`config.mk`:
```
export PLATFORM = sky130hd
export DESIGN_NAME = addsub_serial
export DESIGN_NICKNAME = d
export VERILOG_FILES = /design/src/rtl/addsub_serial.sv
export SDC_FILE = /design/constraint.sdc
export NUM_CORES = 1
export LEC_CHECK = 0
export ABC_AREA = 1
export BUFFER_PORTS_ARGS = -buffer_cell sky130_fd_sc_hd__buf_2
export CORE_MARGIN = 3
export CORE_UTILIZATION = 34
export CTS_BUF_LIST = sky130_fd_sc_hd__clkbuf_16
export DETAILED_ROUTE_END_ITERATION = 8
export PLACE_DENSITY = 0.65
export SYNTH_ARGS = -nofsm -noshare
export SYNTH_HDL_FRONTEND = slang
export SYNTH_SLANG_ARGS = --single-unit
```
`constraint.sdc`:
```
create_clock -name clk -period 1.7 [get_ports clk]
set_input_delay 0.085 -clock clk [delete_from_list [all_inputs] [get_ports clk]]
set_output_delay 0.085 -clock clk [all_outputs]
set_load 0.01 [all_outputs]
```
`src/rtl/addsub_serial.sv`:
```
// Digit-serial adder/subtractor: one DIGIT-wide slice walks the operands LSB digit first.
// Optional ovf/zero flags are enabled by defining ADDSUB_SERIAL_FLAGS_EN.
module addsub_serial #(
    parameter int WIDTH = 8,
    parameter int DIGIT = 2
) (
    input  logic             clk,
    input  logic             rst_n,
    input  logic             in_valid,
    output logic             in_ready,
    input  logic [WIDTH-1:0] a,
    input  logic [WIDTH-1:0] b,
    input  logic             m,
    output logic             out_valid,
    input  logic             out_ready,
    output logic [WIDTH-1:0] s,
    output logic             c,
    output logic             ovf,
    output logic             zero
);

    localparam int NDIG = WIDTH / DIGIT;
    localparam int CW   = (NDIG > 1) ? $clog2(NDIG) : 1;

    localparam logic [1:0] ST_IDLE = 2'd0;
    localparam logic [1:0] ST_RUN  = 2'd1;
    localparam logic [1:0] ST_DONE = 2'd2;

    localparam logic [CW-1:0] LAST_DIG = CW'(NDIG - 1);

    logic [1:0]       state;
    logic [CW-1:0]    cnt;
    logic             carry;
    logic [WIDTH-1:0] a_q;
    logic [WIDTH-1:0] b_q;
    logic [WIDTH-1:0] s_q;
    logic             c_q;

    logic [DIGIT:0]   dsum;
    logic [WIDTH-1:0] s_next;
    logic             last;

    assign last = (cnt == LAST_DIG);

    // Operand registers shift right each RUN cycle, so the slice always sees bits [DIGIT-1:0].
    assign dsum = {1'b0, a_q[DIGIT-1:0]} + {1'b0, b_q[DIGIT-1:0]} + {{DIGIT{1'b0}}, carry};

    // Result digits enter at the top; after NDIG shifts digit 0 sits at the LSB.
    assign s_next = (s_q >> DIGIT) | (WIDTH'(dsum[DIGIT-1:0]) << (WIDTH - DIGIT));

    // NOTE: state registers use non-blocking assignments so every flop samples pre-edge values.
    always_ff @(posedge clk or negedge rst_n) begin
        if (!rst_n) begin
            state <= ST_IDLE;
            cnt   <= '0;
            carry <= 1'b0;
            a_q   <= '0;
            b_q   <= '0;
            s_q   <= '0;
            c_q   <= 1'b0;
        end else begin
            case (state)
                ST_IDLE: begin
                    if (in_valid) begin
                        a_q   <= a;
                        b_q   <= b ^ {WIDTH{m}};
                        carry <= m;
                        cnt   <= '0;
                        state <= ST_RUN;
                    end
                end
                ST_RUN: begin
                    a_q   <= a_q >> DIGIT;
                    b_q   <= b_q >> DIGIT;
                    s_q   <= s_next;
                    carry <= dsum[DIGIT];
                    cnt   <= cnt + 1'b1;
                    if (last) begin
                        c_q   <= dsum[DIGIT];
                        cnt   <= '0;
                        state <= ST_DONE;
                    end
                end
                ST_DONE: begin
                    if (out_ready) begin
                        state <= ST_IDLE;
                    end
                end
                default: state <= ST_IDLE;
            endcase
        end
    end

`ifdef ADDSUB_SERIAL_FLAGS_EN
    logic a_msb;
    logic b_msb;
    logic ovf_q;
    logic zero_q;

    // MSBs of a and b' are captured at accept because the shifting operands lose them.
    always_ff @(posedge clk or negedge rst_n) begin
        if (!rst_n) begin
            a_msb  <= 1'b0;
            b_msb  <= 1'b0;
            ovf_q  <= 1'b0;
            zero_q <= 1'b0;
        end else if (state == ST_IDLE && in_valid) begin
            a_msb <= a[WIDTH-1];
            b_msb <= b[WIDTH-1] ^ m;
        end else if (state == ST_RUN && last) begin
            ovf_q  <= (a_msb == b_msb) && (s_next[WIDTH-1] != a_msb);
            zero_q <= (s_next == '0);
        end
    end

    assign ovf  = ovf_q;
    assign zero = zero_q;
`else
    assign ovf  = 1'b0;
    assign zero = 1'b0;
`endif

    assign in_ready  = (state == ST_IDLE);
    assign out_valid = (state == ST_DONE);
    assign s         = s_q;
    assign c         = c_q;

endmodule

```
Word-level counts from Yosys, hierarchy flattened
Cells that the tools add are included.

word-level totals
  logic and storage cells = 36
  output and inout bits = 13
  register bits = 30

cells by class
  add/sub/neg operators = 3
  reductions and logical operators = 5
  equality and inequality tests = 6
  mux-type cells = 13
  bitwise operators = 2

operators by type and width
  cell                   number
  $pmux W8 S2            2
  $mux W8                2
  $mux W2                5
  $or A6 B8 Y8           1
  $xor A8 B8 Y8          1
  $pmux W2 S3            1
  $eq A2 B2 Y1 const B   2
  $ne A2 B2 Y1 const B   2
  $pmux W2 S2            1
  $reduce_and A2 Y1      2
  $add A2 B2 Y3          1
  $add A3 B1 Y3          1
  $reduce_and A3 Y1      1
  $add A2 B1 Y2 const B  1
  $eq A2 B1 Y1 const B   1
  $logic_not A2 Y1       1
  $ne A2 B1 Y1 const B   1
  $pmux W1 S2            1
  $reduce_bool A2 Y1     1
  $mux W1                1

Longest topological paths before layout
Gate-level depths: netlist of the first run.

  word-level depth = 3
  depth in mapped cells = 6

Worst setup path before layout of the first run
OpenSTA, ideal clock, no wires.

  path kind = reg2reg
  from = register carry
  to = register s_q[7] (netlist: s[7])
  stages on the path, launching flop included = 5
  path buffers = 0
  arrival time = 1,335 ps
  path slack = 239 ps
  data required time = 1,574 ps
  library setup time = 126 ps
  cell sequence = dfrtp_1 inv_1 fa_1 fa_1 o21ai_0

on the way
  word-level cells in the longest chain between the ends = 2

RTL lines
  what                    line  source
  start, declared         33    logic carry;
  start signal, assigned  67    carry <= m;
  start signal, assigned  76    carry <= dsum[DIGIT];
  $add A3 B1 Y3           46    assign dsum = {1'b0, a_q[DIGIT-1:0]} + {1'b0, b_q[DIGIT-1:0]} + {{DIGIT{1'b0}}, carry};
  $or A6 B8 Y8            49    assign s_next = (s_q >> DIGIT) | (WIDTH'(dsum[DIGIT-1:0]) << (WIDTH - DIGIT));
  end signal, assigned    75    s_q <= s_next;
  end, declared           36    logic [WIDTH-1:0] s_q;

No other way between the ends.
A chain may end at the register's enable or synchronous reset.

Final worst setup path of the first run
Ends and elaborated chain as after synthesis.

==> results of run 1 <==
[cell families after synthesis]
group | after synthesis | share of synthesized area
AOI/OAI and AO/OA | 10 | 0.0350
xor gates and xnor gates | 2 | 0.0120
adders and majority gates | 3 | 0.0359
buffers and inverters | 30 | 0.0897
DFF | 30 | 0.513
other | 1 | 0.00256
and+or+nand+nor | 107 | 0.312
[sequential cells by signal, summed over array words and instances (netlist names)]
signal,count
carry,1
c,1
cnt,2
s,8
a_q,8
state,2
b_q,8
[area by class of cell]
| class | count | area share |
|---|---|---|
| clock buffers | 5 | 0.0693 |
| clock inverters | 1 | 0.00208 |
| inverters | 19 | 0.0395 |
| multi-input cells | 124 | 0.325 |
| flip-flops and latches | 30 | 0.416 |
| well taps | 50 | 0.0347 |
| repair buffers | 37 | 0.114 |
[cell usage after synthesis (all sizes together)]
library cell / count / area share
o21ai: 9 / 0.031
xor2: 2 / 0.012
inv: 19 / 0.049
dfrtp: 30 / 0.51
conb: 1 / 0.0026
buf: 11 / 0.041
ha: 1 / 0.0085
o22ai: 1 / 0.0043
fa: 2 / 0.027
nand3: 40 / 0.14
nand2: 63 / 0.16
nor2: 4 / 0.014
[worst min-delay path, delay by kind of cell]
kind	cells	cell delay [ps]
buf+inv	1	70
simple gates	2	90
[metrics by stage]
stage	utilization	hold WS (ps)	instance area [sq um]
3_3_place_gp	0.405	162	1660
4_1_cts	0.442	6.68	1800
2_1_floorplan	-	-211	1470
5_1_grt	0.442	39.9	1800
3_5_place_dp	0.405	156	1660
6_report	0.442	9.85	1800
[layer usage]
layer | vias to the layer above | wire length [um] | GRT usage | share of wire
met2 | 38 | 1390 | 0.197 | 0.44
met4 | 0 | 67 | 0.0752 | 0.021
met5 | - | 0 | 0 | 0
met3 | 7 | 211 | 0.0421 | 0.066
li1 | 638 | - | - | -
met1 | 567 | 1510 | 0.198 | 0.47
[power breakdown]
group | internal (W) | switching [W] | total [W]
sequential | 0.00101 | 0.000170 | 0.00118
combinational | 0.000424 | 0.000735 | 0.00116
clock | 0.000518 | 0.000279 | 0.000797
[how the worst max path moves through the flow]
| stage | startpoint | to | slack, ps | cells after the start |
|---|---|---|---|---|
| final | carry | s[7] | 190 | 4 |
| after floorplan | carry | s[7] | 240 | 4 |
| after global routing | carry | s[7] | 100 | 4 |
| after global placement | carry | s[7] | 210 | 4 |
| after CTS | state[0] | in_ready | 190 | 2 |
| after detailed placement | carry | s[7] | 200 | 4 |
==> reports/results.ini, run 1 <==
[worst_setup_path]
end_kind=flip-flop
path_delay_family=adder cells
cp-start-kind=flip-flop
timing.critical_path.mode_cell=fa_1
rr_worst_depth=4
worst-path-buf-inv=1
r2r_start=carry
arrival_ps=1660
crit_path_max_fanout=2
crit_type=reg2reg
cpMaxStageDelayCell=fa_1
cp_cell_sequence=inv_1, fa_1, fa_1, o21ai_0
r2r_end=s[7]
r2r_slack_ps=190
cp.required_ps=1850
crit_path_max_incr_delay_ps=480

[sta]
setup_violations=0
fin_ws_ps=190
finalClockSkew_ps=2.81
finalSetupTns_ps=0
clock.fmax_ghz=0.662
min_period_ps=1510
finalHoldViolCount=0
rsz0062_at_grt=false
min_period_over_period=0.889
worst_slew_pin_slew_ps=663
slew_headroom=0.558
finalMaxSlewViolations=0

[route]
drt_first_pass_iters=4
vias_per_cell=4.70
drtIter0Drc=95
wl_per_cell_um=11.9
vias=1250
postRouteAntennaNets=0
drc=0
finalWirelength_um=3180

[min_path]
hold_start=a[6]
whs_path_depth=3
holdPathEnd=a_q[6]
hp-class=in2reg

[floorplan]
pin_count=34
die-area_sq_mm=0.00513
die_h_um=71.6
floorplan.initialDensity=0.358
core-area_sq_mm=0.00409
die_w_um=71.6
core.rowCount=23

[final_layout]
ff_latch_area_sq_um=751
fillers=426
antenna_cells=0
drive_gt1_frac=0.199
multi_input_area_sq_um=586
final_common_cell=nand2_1
syn2layout_area_growth_pct=23.2
nets=241
final_cells=266
mostFrequentLayoutCells=nand2_1 (63), nand3_1 (40), buf_2 (31)

[global_route]
grt.total_usage=0.142
antenna_found_initial=0
grt_max_degree=32
grt_pass1_wl_um=5620
overflow=0
grt_pass1_vias=1218

[cts]
cts_tree=built
numCtsBuffers=5
clock_latency_ps=270
cts.repair.resized=0
htreeDepth=2
clk_pin_slew_ps=50
postCtsHoldBufs=2
post_cts_buffers=0
cts.sinks=30
cts_buffer_depth=2
cts-root-buf=clkbuf_16

[yosys]
ys_warn_count=0
ys_types=15
ys_seq_area_frac=0.513
avgSynthCellArea_sq_um=8.00
ys_ff_latch=30
synthCells=183
netlist_area_sq_mm=0.00146

[flow_run]
maxCapViolCount=0

[placement]
port-buffer-count=31
dp_cells=258
place_ws_ps=202
place_congestion=0.731
hpwlAfterDp_um=2140

[pwr]
ir_drop_uv=672
p_leak_nw=0.982
p_total_w=0.00314
powerDensity_mw_per_mm2=1740

[status]
run_status=complete, no violations

Power figures use the tool's default switching activity.
==> run 2: changes to the inputs <==
--- a/config.mk
+++ b/config.mk
@@ -5,7 +5,6 @@
 export SDC_FILE = /design/constraint.sdc
 export NUM_CORES = 1
 export LEC_CHECK = 0
-export ABC_AREA = 1
 export BUFFER_PORTS_ARGS = -buffer_cell sky130_fd_sc_hd__buf_2
 export CORE_MARGIN = 3
 export CORE_UTILIZATION = 34
==> run 2 against run 1 <==
  * Die area fell by 1.6%
  * Critical path type unchanged
  * Clock skew rose by 1.6 ps
  * Synthesized area fell by 1.7%
  * Largest cell class unchanged
  * Register-to-register slack lost 40 ps
  * Highest routed layer unchanged
  * Critical path depth grew 1
==> reports/results.ini, run 2 <==
[status]
run_status=complete, no violations

[worst_setup_path]
end_kind=flip-flop
crit_path_max_fanout=2  ; unchanged
cp-startpoint=carry
cp-start-kind=flip-flop
arrival_ps=1760  ; +100 ps
cp.required_ps=1910  ; +60 ps
r2r_start=carry
crit_type=reg2reg

[cts]
clk_pin_slew_ps=50  ; about the same
cts.repair.resized=0  ; unchanged
cts.sinks=30  ; unchanged
post_cts_buffers=0  ; unchanged
numCtsBuffers=5  ; unchanged
clock_latency_ps=270  ; about the same
htreeDepth=2  ; unchanged
cts-root-buf=clkbuf_16
postCtsHoldBufs=2  ; unchanged
cts_tree=built
cts_buffer_depth=2  ; unchanged

[sta]
finalSetupTns_ps=0  ; unchanged
clock.fmax_ghz=0.646  ; -2.4%
worst_slew_pin_slew_ps=662  ; -0.944 ps
finalMaxSlewViolations=0  ; unchanged
slew_headroom=0.559  ; +0.000629
min_period_ps=1550  ; +37.3 ps
timing.hold.ws_ps=31.7  ; +21.9 ps
finalClockSkew_ps=4.42  ; +1.61 ps
setup_violations=0  ; unchanged
min_period_over_period=0.910  ; +0.0219
rsz0062_at_grt=false
finalHoldViolCount=0  ; unchanged

[yosys]
synthTopCellsByArea=dfrtp_1 (52%), xor2_1 (4.9%), mux2_2 (4.7%)
ys_seq_area_frac=0.522  ; +0.00892
avgSynthCellArea_sq_um=11.4  ; +43%
netlist_area_sq_mm=0.00144  ; -1.7%
synth.most_common_cell=dfrtp_1
ys_warn_count=0  ; unchanged
ys_ff_latch=30  ; unchanged
ys.flop_type=dfrtp_1
synth_common_cells=dfrtp_1 (30), nand2_1 (13), o21ai_0 (12)
synth-async-reset-ratio=1.00  ; unchanged
yosys.area.top_type=dfrtp_1
synthCells=126  ; -31%
synth_top_cell_area_share=0.522  ; +0.00892
synth_edf_count=0  ; unchanged
ys_types=27  ; +12

[min_path]
hp-class=in2reg
hold_start=a[6]

[final_layout]
ff_latch_area_sq_um=751  ; unchanged
nets=185  ; -23%
syn2layout_area_growth_pct=23.6
final_common_cell=buf_2
design_area_sq_mm=0.00178  ; -1.5%
fillers=396  ; -7.0%
multi_input_area_sq_um=596  ; +1.7%
utilization=0.441  ; about the same
antenna_cells=0  ; unchanged
drive_gt1_frac=0.302  ; +0.103
mostFrequentLayoutCells=buf_2 (31), dfrtp_1 (30), nand2_1 (13)

[route]
vias=1032  ; -17%
vias_per_cell=4.87  ; +3.6%
postRouteAntennaNets=0  ; unchanged
finalWirelength_um=2850  ; -10%
drt_first_pass_iters=4  ; unchanged
drtIter0Drc=47  ; -51%
drc=0  ; unchanged
wl_per_cell_um=13.4  ; +12%

[pwr]
power_frac_clock=0.251  ; -0.003
ir_drop_uv=636  ; -5.4%
powerDensity_mw_per_mm2=1830  ; +5.3%
p_leak_nw=0.881  ; -10%
p_comb_frac=0.361  ; -0.008
p_int_w=0.00215  ; +10%
p_total_w=0.00326  ; +3.8%
power.share.sequential=0.388  ; +0.011
switching_power_w=0.00111  ; -6.6%
sw_frac_of_total=0.339  ; -0.0377

[floorplan]
die_h_um=71.1  ; -0.78%
core-area_sq_mm=0.00403  ; -1.4%
die-area_sq_mm=0.00505  ; -1.6%
die_w_um=71.1  ; -0.78%
core.rowCount=23  ; unchanged
pin_count=34  ; unchanged
floorplan.initialDensity=0.357  ; -0.00109

[global_route]
grt_max_degree=31  ; -3.1%
top_usage_layer=met2
met3_usage=0.0582  ; +0.0162
grt_use_met2=0.192  ; -0.00538
met1_usage=0.164  ; -0.0342
antenna_found_initial=0  ; unchanged
grt_pass1_wl_um=4960  ; -12%
grt_pass1_vias=1034  ; -15%
overflow=0  ; unchanged
grt.total_usage=0.130  ; -0.0122

[placement]
hpwlAfterDp_um=2030  ; -5.0%
port-buffer-count=31  ; unchanged
placed_area_sq_mm=0.00162  ; -2.1%
place_congestion=0.715  ; -2.2%

[flow_run]
maxCapViolCount=0  ; unchanged

## run 2: logic make-up after synthesis
family | after synthesis | synth area share
multiplexers | 6 | 0.0470
AO/OA/AOI/OAI | 33 | 0.174
flip-flops | 30 | 0.522
adder cells (fa/ha/maj) | 3 | 0.0365
buffers and inverters | 18 | 0.0670
AND/OR/NAND/NOR | 27 | 0.103
XOR/XNOR | 8 | 0.0487
other | 1 | 0.00261
## run 2: per-stage QoR
stage	setup WS, ps	instances
final	152	212
after global routing	59.9	212
after CTS	133	212
after detailed placement	169	202
after global placement	203	202
after floorplan	232	127
## run 2: final timing paths
kind | slack [ps] | endpoint | cells past startpoint
setup / recovery | 150 | carry | 5
hold / removal | 30 | a_q[6] | 2
setup reg to reg | 150 | carry | 5
hold reg to reg | 480 | a_q[4] | 2
max in group asynchronous | 880 | a_q[2] | 2
min in group asynchronous | 380 | s[4] | 2
## run 2: critical path, cell delays in order (launching register included)
cell,delay [ps]
dfrtp_1,330
inv_1,70
fa_1,430
fa_1,390
a2bb2oi_1,120
o2bb2a_1,150
## run 2: area by class of cell
| cell class | instances | area share |
|---|---|---|
| sequential | 30 | 0.422 |
| multi-input combinational | 79 | 0.335 |
| timing repair buffer | 36 | 0.111 |
| clock buffer | 5 | 0.0704 |
| tap | 50 | 0.0352 |
| inverter | 9 | 0.0190 |
| clock inverter | 3 | 0.00704 |
## run 2: power groups by stage
stage,combinational (W),sequential (W),clock [W]
after floorplan,0.000899,0.00123,0
after global placement,0.00115,0.00125,0
after detailed placement,0.00120,0.00128,0
after CTS,0.00120,0.00127,0.000842
after global routing,0.00135,0.00132,0.000872
final,0.00117,0.00126,0.000818
## run 2: layer usage
metal | wire length (um) | share of wire
met1 | 1260 | 0.44
met2 | 1310 | 0.46
met3 | 211 | 0.074
met4 | 69 | 0.024
met5 | 0 | 0
==> run 3: changes to the inputs <==
--- a/config.mk
+++ b/config.mk
@@ -11,6 +11,7 @@
 export CTS_BUF_LIST = sky130_fd_sc_hd__clkbuf_16
 export DETAILED_ROUTE_END_ITERATION = 8
 export PLACE_DENSITY = 0.65
+export RECOVER_POWER = 100
 export SYNTH_ARGS = -nofsm -noshare
 export SYNTH_HDL_FRONTEND = slang
 export SYNTH_SLANG_ARGS = --single-unit
==> run 3 against run 2 <==
  * Non-clock buffer count is the same
  * Sequential cell count is the same
  * Clock power is essentially flat
  * Routed wire length grew 1.3%
  * First-iteration DRC count grew 34%
  * Final cell count is the same
  * Utilization shrank 0.40 points
  * Clock-buffer cell count is the same
==> reports/results.ini, run 3 (synthesis gave the netlist of run 2 again) <==
[status]
run_status=complete, no violations

[floorplan]
die-area_sq_mm=0.00505  ; unchanged
core-area_sq_mm=0.00403  ; unchanged
floorplan.initialDensity=0.357  ; unchanged
pin_count=34  ; unchanged
die_h_um=71.1  ; unchanged
core.rowCount=23  ; unchanged
die_w_um=71.1  ; unchanged

[worst_setup_path]
end_kind=flip-flop
arrival_ps=1760  ; about the same
timing.critical_path.mode_cell=fa_1
cpMaxStageDelayCell=fa_1
crit_type=reg2reg
cp-start-kind=flip-flop
r2r_slack_ps=150  ; about the same
path_delay_family=adder cells
worst-path-buf-inv=1  ; unchanged
cp_cell_sequence=inv_1, fa_1, fa_1, a2bb2oi_1, o2bb2a_1
crit_path_max_fanout=2  ; unchanged
crit_path_max_incr_delay_ps=430  ; about the same
cp.required_ps=1910  ; about the same

[final_layout]
antenna_cells=0  ; unchanged
design_area_sq_mm=0.00176  ; -0.92%
fillers=404  ; +2.0%
nets=185  ; unchanged
drive_gt1_frac=0.235  ; -0.0679
syn2layout_area_growth_pct=22.4
mostFrequentLayoutCells=dfrtp_1 (30), buf_2 (19), nand2_1 (13)
final_common_cell=dfrtp_1

[cts]
clock_latency_ps=270  ; about the same
numCtsBuffers=5  ; unchanged
cts.sinks=30  ; unchanged
cts_tree=built
cts-root-buf=clkbuf_16
htreeDepth=2  ; unchanged
cts_buffer_depth=2  ; unchanged
clk_pin_slew_ps=50  ; about the same

[sta]
finalMaxSlewViolations=0  ; unchanged
rsz0062_at_grt=false
min_period_ps=1550  ; -0.0320 ps
setup_violations=0  ; unchanged
finalClockSkew_ps=4.42  ; +0.000530 ps
clock.fmax_ghz=0.646  ; about the same
worst_slew_pin_slew_ps=755  ; +93.3 ps
slew_headroom=0.497  ; -0.0622
finalSetupTns_ps=0  ; unchanged
finalHoldViolCount=0  ; unchanged
min_period_over_period=0.910  ; about the same

[min_path]
hp-class=in2reg

[global_route]
overflow=0  ; unchanged
antenna_found_initial=0  ; unchanged
grt_pass1_wl_um=4960  ; unchanged
grt_pass1_vias=1034  ; unchanged
grt_max_degree=31  ; unchanged
grt.total_usage=0.130  ; unchanged

[pwr]
p_total_w=0.00322  ; -1.1%
p_leak_nw=0.844  ; -4.2%
powerDensity_mw_per_mm2=1830  ; -0.18%
ir_drop_uv=636  ; about the same

[route]
vias_per_cell=4.87  ; about the same
vias=1033  ; +0.097%
drt_first_pass_iters=4  ; unchanged
route.met3.wl_um=216  ; +2.4%
postRouteAntennaNets=0  ; unchanged
met1_length_um=1280  ; +1.6%
drtIter0Drc=63  ; +34%
drc=0  ; unchanged
met2WireLength_um=1320  ; +0.84%
wl_per_cell_um=13.6  ; +1.3%
top_layer=met4
finalWirelength_um=2890  ; +1.3%

[placement]
hpwlAfterDp_um=2030  ; unchanged
place_congestion=0.715  ; unchanged
port-buffer-count=31  ; unchanged
placed_area_sq_mm=0.00162  ; unchanged

[flow_run]
maxCapViolCount=0  ; unchanged

run 3: cell types whose count changed in the layout (fill, tap and decap cells not counted):
cell      change
buf_4         -1
clkbuf_2      +2
clkbuf_1     +11
buf_2        -12
run 3: cell type report:
cell class                      instances  area [sq um]  area share
Multi-Input combinational cell         79           596       0.338
Tap cell                               50          62.6      0.0355
Clock buffer                            5           125      0.0710
Sequential cell                        30           751       0.426
Clock inverter                          3          12.5     0.00710
Timing Repair Buffer                   36           181       0.103
Inverter                                9          33.8      0.0192
run 3: metrics by stage:
stage	setup slack (ps)	hold slack [ps]	util	instances
after global routing	59.9	59.3	0.437	212
final	152	32.3	0.437	212
after global placement	203	140	0.402	202
after detailed placement	169	165	0.402	202
after floorplan	232	-211	-	127
after CTS	133	25.7	0.441	212
run 3: worst paths after layout:
| check | startpoint | endpoint | cells after the start |
|---|---|---|---|
| hold / removal | a[6] | a_q[6] | 2 |
| max in group asynchronous | rst_n | a_q[3] | 2 |
| setup / recovery | carry | carry | 5 |
| min in group asynchronous | rst_n | s[4] | 2 |
| hold reg to reg | a_q[4] | a_q[4] | 2 |
| setup reg to reg | carry | carry | 5 |
run 3: where the power goes:
part	total [W]	switching (W)	leakage [nW]	internal, W
Combinational	0.00113	0.000589	0.390	0.000546
Sequential	0.00127	0.000232	0.382	0.00104
Clock	0.000818	0.000291	0.0724	0.000527
Total	0.00322	0.00111	0.844	0.00211
run 3: timing repair:
action,in CTS,in global routing
hold buffers,2,0
setup buffers,0,0
hold endpoints to repair,31,0
gates resized for setup,0,0
run 3: routing by layer:
metal | vias up | GRT usage
met4 | 0 | 0.0564
met1 | 488 | 0.164
met5 | - | 0
met3 | 6 | 0.0582
met2 | 34 | 0.192
li1 | 505 | -
run 3: worst register-to-register path, stage by stage (launching register included):
cell	delay, ps
dfrtp_1	330
inv_1	70
fa_1	430
fa_1	390
a2bb2oi_1	120
o2bb2a_1	150
